==> src/rtl/pipe_hazard_ctrl_if.sv <==
// Hazard-control bundle between the pipeline datapath and pipe_hazard_ctrl.
// The datapath (master) reports stage status; the controller (slave) returns stall/flush/hold controls.
interface pipe_hazard_ctrl_if;
   logic [4:0]  rs1_D;
   logic [4:0]  rs2_D;
   logic        useRs1_D;
   logic        useRs2_D;
   logic        mulOp_D;
   logic [4:0]  rd_E;
   logic        memRead_E;
   logic        branchTaken_M;

   logic        stall_F;
   logic        stall_D;
   logic        flush_D;
   logic        flush_E;
   logic        aluHold_E;
   logic [3:0]  mulCount;
   logic [1:0]  state;
   logic [15:0] stallCnt;

   modport master (
      output rs1_D, rs2_D, useRs1_D, useRs2_D, mulOp_D, rd_E, memRead_E, branchTaken_M,
      input  stall_F, stall_D, flush_D, flush_E, aluHold_E, mulCount, state, stallCnt
   );

   modport slave (
      input  rs1_D, rs2_D, useRs1_D, useRs2_D, mulOp_D, rd_E, memRead_E, branchTaken_M,
      output stall_F, stall_D, flush_D, flush_E, aluHold_E, mulCount, state, stallCnt
   );
endinterface

==> src/rtl/pipe_hazard_ctrl.sv <==
// Pipeline hazard controller: load-use stalls, branch flushes and a multi-cycle ALU
// occupancy FSM, plus a saturating stall-cycle performance counter.
module pipe_hazard_ctrl #(
   parameter int MUL_LAT = 4
) (
   input  logic              clk,
   input  logic              reset,
   pipe_hazard_ctrl_if.slave hz
);

   typedef enum logic [1:0] {
      RUN      = 2'd0,
      MUL_WAIT = 2'd1
   } state_t;

   localparam logic [3:0]  MUL_INIT = 4'(MUL_LAT - 1);
   localparam logic [15:0] CNT_MAX  = 16'hFFFF;

   state_t      state_q, state_d;
   logic [3:0]  mul_count_q, mul_count_d;
   logic [15:0] stall_cnt_q, stall_cnt_d;

   logic load_use;
   logic stall_f, stall_d, flush_d, flush_e, alu_hold_e;

   // Register 31 is the zero register, so a load targeting it never creates a dependency.
   always_comb begin
      load_use = hz.memRead_E && (hz.rd_E != 5'd31) &&
                 ((hz.useRs1_D && (hz.rs1_D == hz.rd_E)) ||
                  (hz.useRs2_D && (hz.rs2_D == hz.rd_E)));
   end

   always_comb begin
      state_d     = state_q;
      mul_count_d = mul_count_q;
      stall_f     = 1'b0;
      stall_d     = 1'b0;
      flush_d     = 1'b0;
      flush_e     = 1'b0;
      alu_hold_e  = 1'b0;

      case (state_q)
         RUN: begin
            mul_count_d = 4'd0;
            if (hz.branchTaken_M) begin
               flush_d = 1'b1;
               flush_e = 1'b1;
            end else if (load_use) begin
               stall_f = 1'b1;
               stall_d = 1'b1;
               flush_e = 1'b1;
            end else if (hz.mulOp_D) begin
               state_d     = MUL_WAIT;
               mul_count_d = MUL_INIT;
            end
         end

         // The branch is older than the op in execute, so it wins and squashes it.
         MUL_WAIT: begin
            if (hz.branchTaken_M) begin
               flush_d     = 1'b1;
               flush_e     = 1'b1;
               state_d     = RUN;
               mul_count_d = 4'd0;
            end else begin
               stall_f    = 1'b1;
               stall_d    = 1'b1;
               alu_hold_e = 1'b1;
               if (mul_count_q <= 4'd1) begin
                  state_d     = RUN;
                  mul_count_d = 4'd0;
               end else begin
                  mul_count_d = mul_count_q - 4'd1;
               end
            end
         end

         default: begin
            state_d     = RUN;
            mul_count_d = 4'd0;
         end
      endcase
   end

   always_comb begin
      stall_cnt_d = stall_cnt_q;
      if (stall_d && (stall_cnt_q != CNT_MAX)) begin
         stall_cnt_d = stall_cnt_q + 16'd1;
      end
   end

   always_ff @(posedge clk or negedge reset) begin
      if (!reset) begin
         state_q     <= RUN;
         mul_count_q <= 4'd0;
         stall_cnt_q <= 16'd0;
      end else begin
         state_q     <= state_d;
         mul_count_q <= mul_count_d;
         stall_cnt_q <= stall_cnt_d;
      end
   end

   assign hz.stall_F   = stall_f;
   assign hz.stall_D   = stall_d;
   assign hz.flush_D   = flush_d;
   assign hz.flush_E   = flush_e;
   assign hz.aluHold_E = alu_hold_e;
   assign hz.mulCount  = mul_count_q;
   assign hz.state     = state_q;
   assign hz.stallCnt  = stall_cnt_q;

endmodule

==> src/flat_wrapper.sv <==
// flat-port wrapper written by rule: the top's interface ports become plain ports
module pipe_hazard_ctrl_flat 
#(
   parameter int MUL_LAT = 4
)
  (clk, reset, hz_rs1_D, hz_rs2_D, hz_useRs1_D, hz_useRs2_D, hz_mulOp_D, hz_rd_E, hz_memRead_E, hz_branchTaken_M, hz_stall_F, hz_stall_D, hz_flush_D, hz_flush_E, hz_aluHold_E, hz_mulCount, hz_state, hz_stallCnt);
  pipe_hazard_ctrl_if hz_i ();
  input  logic clk;
  input  logic reset;
  input wire logic [$bits(hz_i.rs1_D)-1:0] hz_rs1_D;
  input wire logic [$bits(hz_i.rs2_D)-1:0] hz_rs2_D;
  input wire logic [$bits(hz_i.useRs1_D)-1:0] hz_useRs1_D;
  input wire logic [$bits(hz_i.useRs2_D)-1:0] hz_useRs2_D;
  input wire logic [$bits(hz_i.mulOp_D)-1:0] hz_mulOp_D;
  input wire logic [$bits(hz_i.rd_E)-1:0] hz_rd_E;
  input wire logic [$bits(hz_i.memRead_E)-1:0] hz_memRead_E;
  input wire logic [$bits(hz_i.branchTaken_M)-1:0] hz_branchTaken_M;
  output wire logic [$bits(hz_i.stall_F)-1:0] hz_stall_F;
  output wire logic [$bits(hz_i.stall_D)-1:0] hz_stall_D;
  output wire logic [$bits(hz_i.flush_D)-1:0] hz_flush_D;
  output wire logic [$bits(hz_i.flush_E)-1:0] hz_flush_E;
  output wire logic [$bits(hz_i.aluHold_E)-1:0] hz_aluHold_E;
  output wire logic [$bits(hz_i.mulCount)-1:0] hz_mulCount;
  output wire logic [$bits(hz_i.state)-1:0] hz_state;
  output wire logic [$bits(hz_i.stallCnt)-1:0] hz_stallCnt;
  assign hz_i.rs1_D = hz_rs1_D;
  assign hz_i.rs2_D = hz_rs2_D;
  assign hz_i.useRs1_D = hz_useRs1_D;
  assign hz_i.useRs2_D = hz_useRs2_D;
  assign hz_i.mulOp_D = hz_mulOp_D;
  assign hz_i.rd_E = hz_rd_E;
  assign hz_i.memRead_E = hz_memRead_E;
  assign hz_i.branchTaken_M = hz_branchTaken_M;
  assign hz_stall_F = hz_i.stall_F;
  assign hz_stall_D = hz_i.stall_D;
  assign hz_flush_D = hz_i.flush_D;
  assign hz_flush_E = hz_i.flush_E;
  assign hz_aluHold_E = hz_i.aluHold_E;
  assign hz_mulCount = hz_i.mulCount;
  assign hz_state = hz_i.state;
  assign hz_stallCnt = hz_i.stallCnt;
  pipe_hazard_ctrl #(.MUL_LAT(MUL_LAT)) u_core (.clk(clk), .reset(reset), .hz(hz_i));
endmodule
==> config.mk <==
export PLATFORM = sky130hd
export DESIGN_NAME = pipe_hazard_ctrl_flat
export DESIGN_NICKNAME = d
export VERILOG_FILES = /design/src/rtl/pipe_hazard_ctrl_if.sv /design/src/rtl/pipe_hazard_ctrl.sv /design/src/flat_wrapper.sv
export SDC_FILE = /design/constraint.sdc
export NUM_CORES = 1
export LEC_CHECK = 0
export ABC_AREA = 1
export BUFFER_PORTS_ARGS = -buffer_cell sky130_fd_sc_hd__buf_4
export CORE_MARGIN = 2
export CORE_UTILIZATION = 45
export CTS_BUF_LIST = sky130_fd_sc_hd__clkbuf_4
export DETAILED_ROUTE_END_ITERATION = 12
export GPL_TIMING_DRIVEN = 0
export PLACE_DENSITY = 0.81
export SETUP_SLACK_MARGIN = 0.1
export SLEW_MARGIN = 20
export SYNTH_ARGS = -nofsm -noshare
export SYNTH_HDL_FRONTEND = slang
export SYNTH_SLANG_ARGS = --single-unit
==> constraint.sdc <==
create_clock -name clk -period 4 [get_ports clk]
set_input_delay 0.8 -clock clk [delete_from_list [all_inputs] [get_ports clk]]
set_output_delay 0.8 -clock clk [all_outputs]
set_load 0.02 [all_outputs]
==> qor.yml <==
status: "completed"
synthesis.area_um2: 1490
grt_max_degree: 22
setup.worst_path.start_class: "input pin"
netSwitchingPower_mw: 0.195
async_reset_ff_share_pct: 100
totalWireLength_um: 3410
power_density_nw_per_um2: 286
core_area_um2: 3100
synth.lib_cells_used.distinct: 24
drt_drc_violations_left: 0
grt_setup_unrepaired: "no"
antennaDiodeCount: 0
mappedNetlistNets: 241
preCtsSetupSlack_ns: 1.23
cellInternalPower_mw: 0.358
worstMarginPinSlew_ns: 0.547
fp.dieArea_um2: 3790
worst-setup-path-type: "in -> out"
fin_worst_skew_ns: 0.00987
initial_core_util_pct: 48.1
die_w_um: 61.6
power_leakage_nw: 1.12
fin_ws_ns: 1.24
htreeDepth: 1
sw_share_pct: 35.3
route.layer.met1.wl_um: 1560
worst_endpoint_required_time_ns: 3.20
commonest_cells_after_routing_fill_and_taps_aside: "sky130_fd_sc_hd__nand2_1 (79), sky130_fd_sc_hd__buf_4 (52), sky130_fd_sc_hd__inv_1 (26), sky130_fd_sc_hd__nand3_1 (24), sky130_fd_sc_hd__dfrtp_1 (21)"
detail_route.iter0.violations: 62
layout.nets: 293
syn_avg_cell_area_um2: 6.90
synth-seq-cells: 21
dp_hpwl_um: 2660
synth-main-ff-cell: "sky130_fd_sc_hd__dfrtp_1"
gp_routability_congestion: 0.868
clk_transition_reported_paths_ns: 0.12
first_global_vias: 1299
count_of_synthesis_stage_warnings_from_yosys: 0
cts_post_setup_buffers_inserted: 0
critical_path.reg2reg.startpoint: "u_core.hz.stallCnt[0]$_DFFE_PN0P_"
global_routing_usage_summed_across_all_routing_layers_pct: 19.8
layout.cells.most_common: "sky130_fd_sc_hd__nand2_1"
multi_input_area_um2: 797
cp_data_arrival_time_ns: 1.96
cts_resized: 0
std_cell_rows: 20
placement.io_buffers: 47
first_pass_grt_wire_length_um: 5620
ff_latch_area_um2: 526
proportion_of_layout_cells_with_a_drive_suffix_above_1_pct: 25.5
timing.critical_path.to_type: "output port"
insertion_delay_ns: 0.31
clock_tree.buffer_depth: 2
met3WireLength_um: 149
routed_wire_length_per_instance_um: 11.0
top_layer: "met4"
drtAntennaViolNets: 0
ios: 49
cell_depth_of_the_worst_flop_to_flop_path: 9
fin_setup_tns_ns: 0
numCtsBuffers: 3
final.period_utilization_pct: 69.0
holdCritPathClass: "in -> async"
finalHoldViolations: 0
critical_path.max_fanout: 11
final_max_tran_viols: 0
filler_instances: 303
clkPwrFrac_pct: 20.1
flow.area_growth_from_synthesis_pct: 29.4
post_synth_inst_count: 216
ff2ff_setup_slack_ns: 2.25
edff_count_synth: 0
holdBufCountCts: 0
ir_drop_uv: 175
maxCapViolations: 0
tritoncts_num_sinks: 21
cts_tree: "built"
detail_route.first_pass.iterations: 5
max_clk_rate_ghz: 0.362
yosysSeqAreaShare_pct: 35.2
dieHeight_um: 61.6
maxSlewHeadroom_pct: 63.2
setup_viol: 0
number_of_antenna_violations_at_the_first_check_in_global_routing: 0
grt_overflow: 0
r2r_end: "u_core.hz.stallCnt[15]$_DFFE_PN0P_"
cts_root_buf: "sky130_fd_sc_hd__clkbuf_4"
routed-wl-met2_um: 1680
detail_route.vias_per_cell: 4.69
combinationalPowerShare_pct: 31.7
power_frac_seq_pct: 48.2
count_of_vias_placed_by_the_detailed_router: 1460
finalCriticalPeriod_ns: 2.76
[per-stage QoR]
| step | instances | hold slack, ns | power (mW) | util [%] | area (µm²) |
|---|---|---|---|---|---|
| after floorplan | 216 | 0.504 | 0.367 | - | 1490 |
| after global placement | 307 | 0.513 | 0.440 | 61.2 | 1900 |
| after detailed placement | 307 | 0.528 | 0.448 | 61.2 | 1900 |
| after CTS | 311 | 0.353 | 0.561 | 62.2 | 1930 |
| after global routing | 311 | 0.348 | 0.590 | 62.2 | 1930 |
| final | 311 | 0.345 | 0.553 | 62.2 | 1930 |
[power groups by stage]
stage | clock network [mW] | logic, mW | registers, mW
finish | 0.111 | 0.175 | 0.266
global route | 0.122 | 0.197 | 0.271
global placement | 0 | 0.170 | 0.269
floorplan | 0 | 0.0779 | 0.289
detailed placement | 0 | 0.177 | 0.271
CTS | 0.117 | 0.178 | 0.267
[synth_stat cells, types with 2 or more instances]
| cell | n | area [µm²] |
|---|---|---|
| sky130_fd_sc_hd__dfrtp_1 | 21 | 526 |
| sky130_fd_sc_hd__buf_6 | 2 | 22.5 |
| sky130_fd_sc_hd__nor3_1 | 3 | 15.0 |
| sky130_fd_sc_hd__xor2_1 | 4 | 35.0 |
| sky130_fd_sc_hd__nand4_1 | 4 | 25.0 |
| sky130_fd_sc_hd__nand2_4 | 3 | 33.8 |
| sky130_fd_sc_hd__nand2_1 | 79 | 297 |
| sky130_fd_sc_hd__inv_2 | 3 | 11.3 |
| sky130_fd_sc_hd__xnor2_1 | 8 | 70.1 |
| sky130_fd_sc_hd__o21ai_0 | 3 | 15.0 |
| sky130_fd_sc_hd__ha_1 | 3 | 37.5 |
| sky130_fd_sc_hd__nand3_1 | 24 | 120 |
| sky130_fd_sc_hd__inv_1 | 26 | 97.6 |
| sky130_fd_sc_hd__buf_4 | 5 | 37.5 |
| sky130_fd_sc_hd__nor2_1 | 19 | 71.3 |
[cell families after synthesis]
logic type | count (synthesis) | synth area share, %
XOR/XNOR | 12 | 7.05
AND/OR/NAND/NOR | 137 | 41.3
buffers and inverters | 36 | 11.3
flip-flops | 21 | 35.2
adder cells (fa/ha/maj) | 3 | 2.52
AO/OA/AOI/OAI | 6 | 2.35
other | 1 | 0.251
[cell type report]
type	instances	share of cell area, %
inverters	29	5.64
plain buffers	7	3.11
flip-flops and latches	21	27.2
well taps	44	2.85
multi-input cells	159	41.3
repair buffers	47	18.3
clock buffers	4	1.56
[sequential cells by signal (all words and copies together) (netlist names)]
signal and cells:
u_core.hz.mulCount 4, u_core.hz.stallCnt 16, u_core.hz.state 1
[routing by layer]
| metal | global-route usage, % | vias to the layer above |
|---|---|---|
| met5 | 0 | - |
| met4 | 3.65 | 0 |
| met3 | 4.20 | 2 |
| met2 | 34.9 | 33 |
| met1 | 25.1 | 663 |
| li1 | - | 762 |
[worst max-delay path, stage by stage]
cell	delay (ns)
sky130_fd_sc_hd__buf_4	0.13
sky130_fd_sc_hd__nand2_1	0.07
sky130_fd_sc_hd__nand2_1	0.05
sky130_fd_sc_hd__nor2_1	0.10
sky130_fd_sc_hd__nand3_1	0.08
sky130_fd_sc_hd__nand2_1	0.09
sky130_fd_sc_hd__nand3_1	0.08
sky130_fd_sc_hd__nand2_2	0.12
sky130_fd_sc_hd__buf_4	0.20
sky130_fd_sc_hd__buf_4	0.12
sky130_fd_sc_hd__buf_4	0.12
[worst max path at each step]
stage                                 from    endpoint  slack (ns)  depth (start not counted)
after floorplan           hz_branchTaken_M  hz_stall_F        1.47                          5
after global placement          hz_rd_E[0]  hz_stall_F        1.24                         11
after detailed placement        hz_rd_E[0]  hz_stall_F        1.23                         11
after CTS                       hz_rd_E[0]  hz_stall_F        1.23                         11
after global routing            hz_rd_E[0]  hz_stall_F        1.09                         11
final                           hz_rd_E[0]  hz_stall_F        1.24                         11
(Power assumes the default switching activity.)
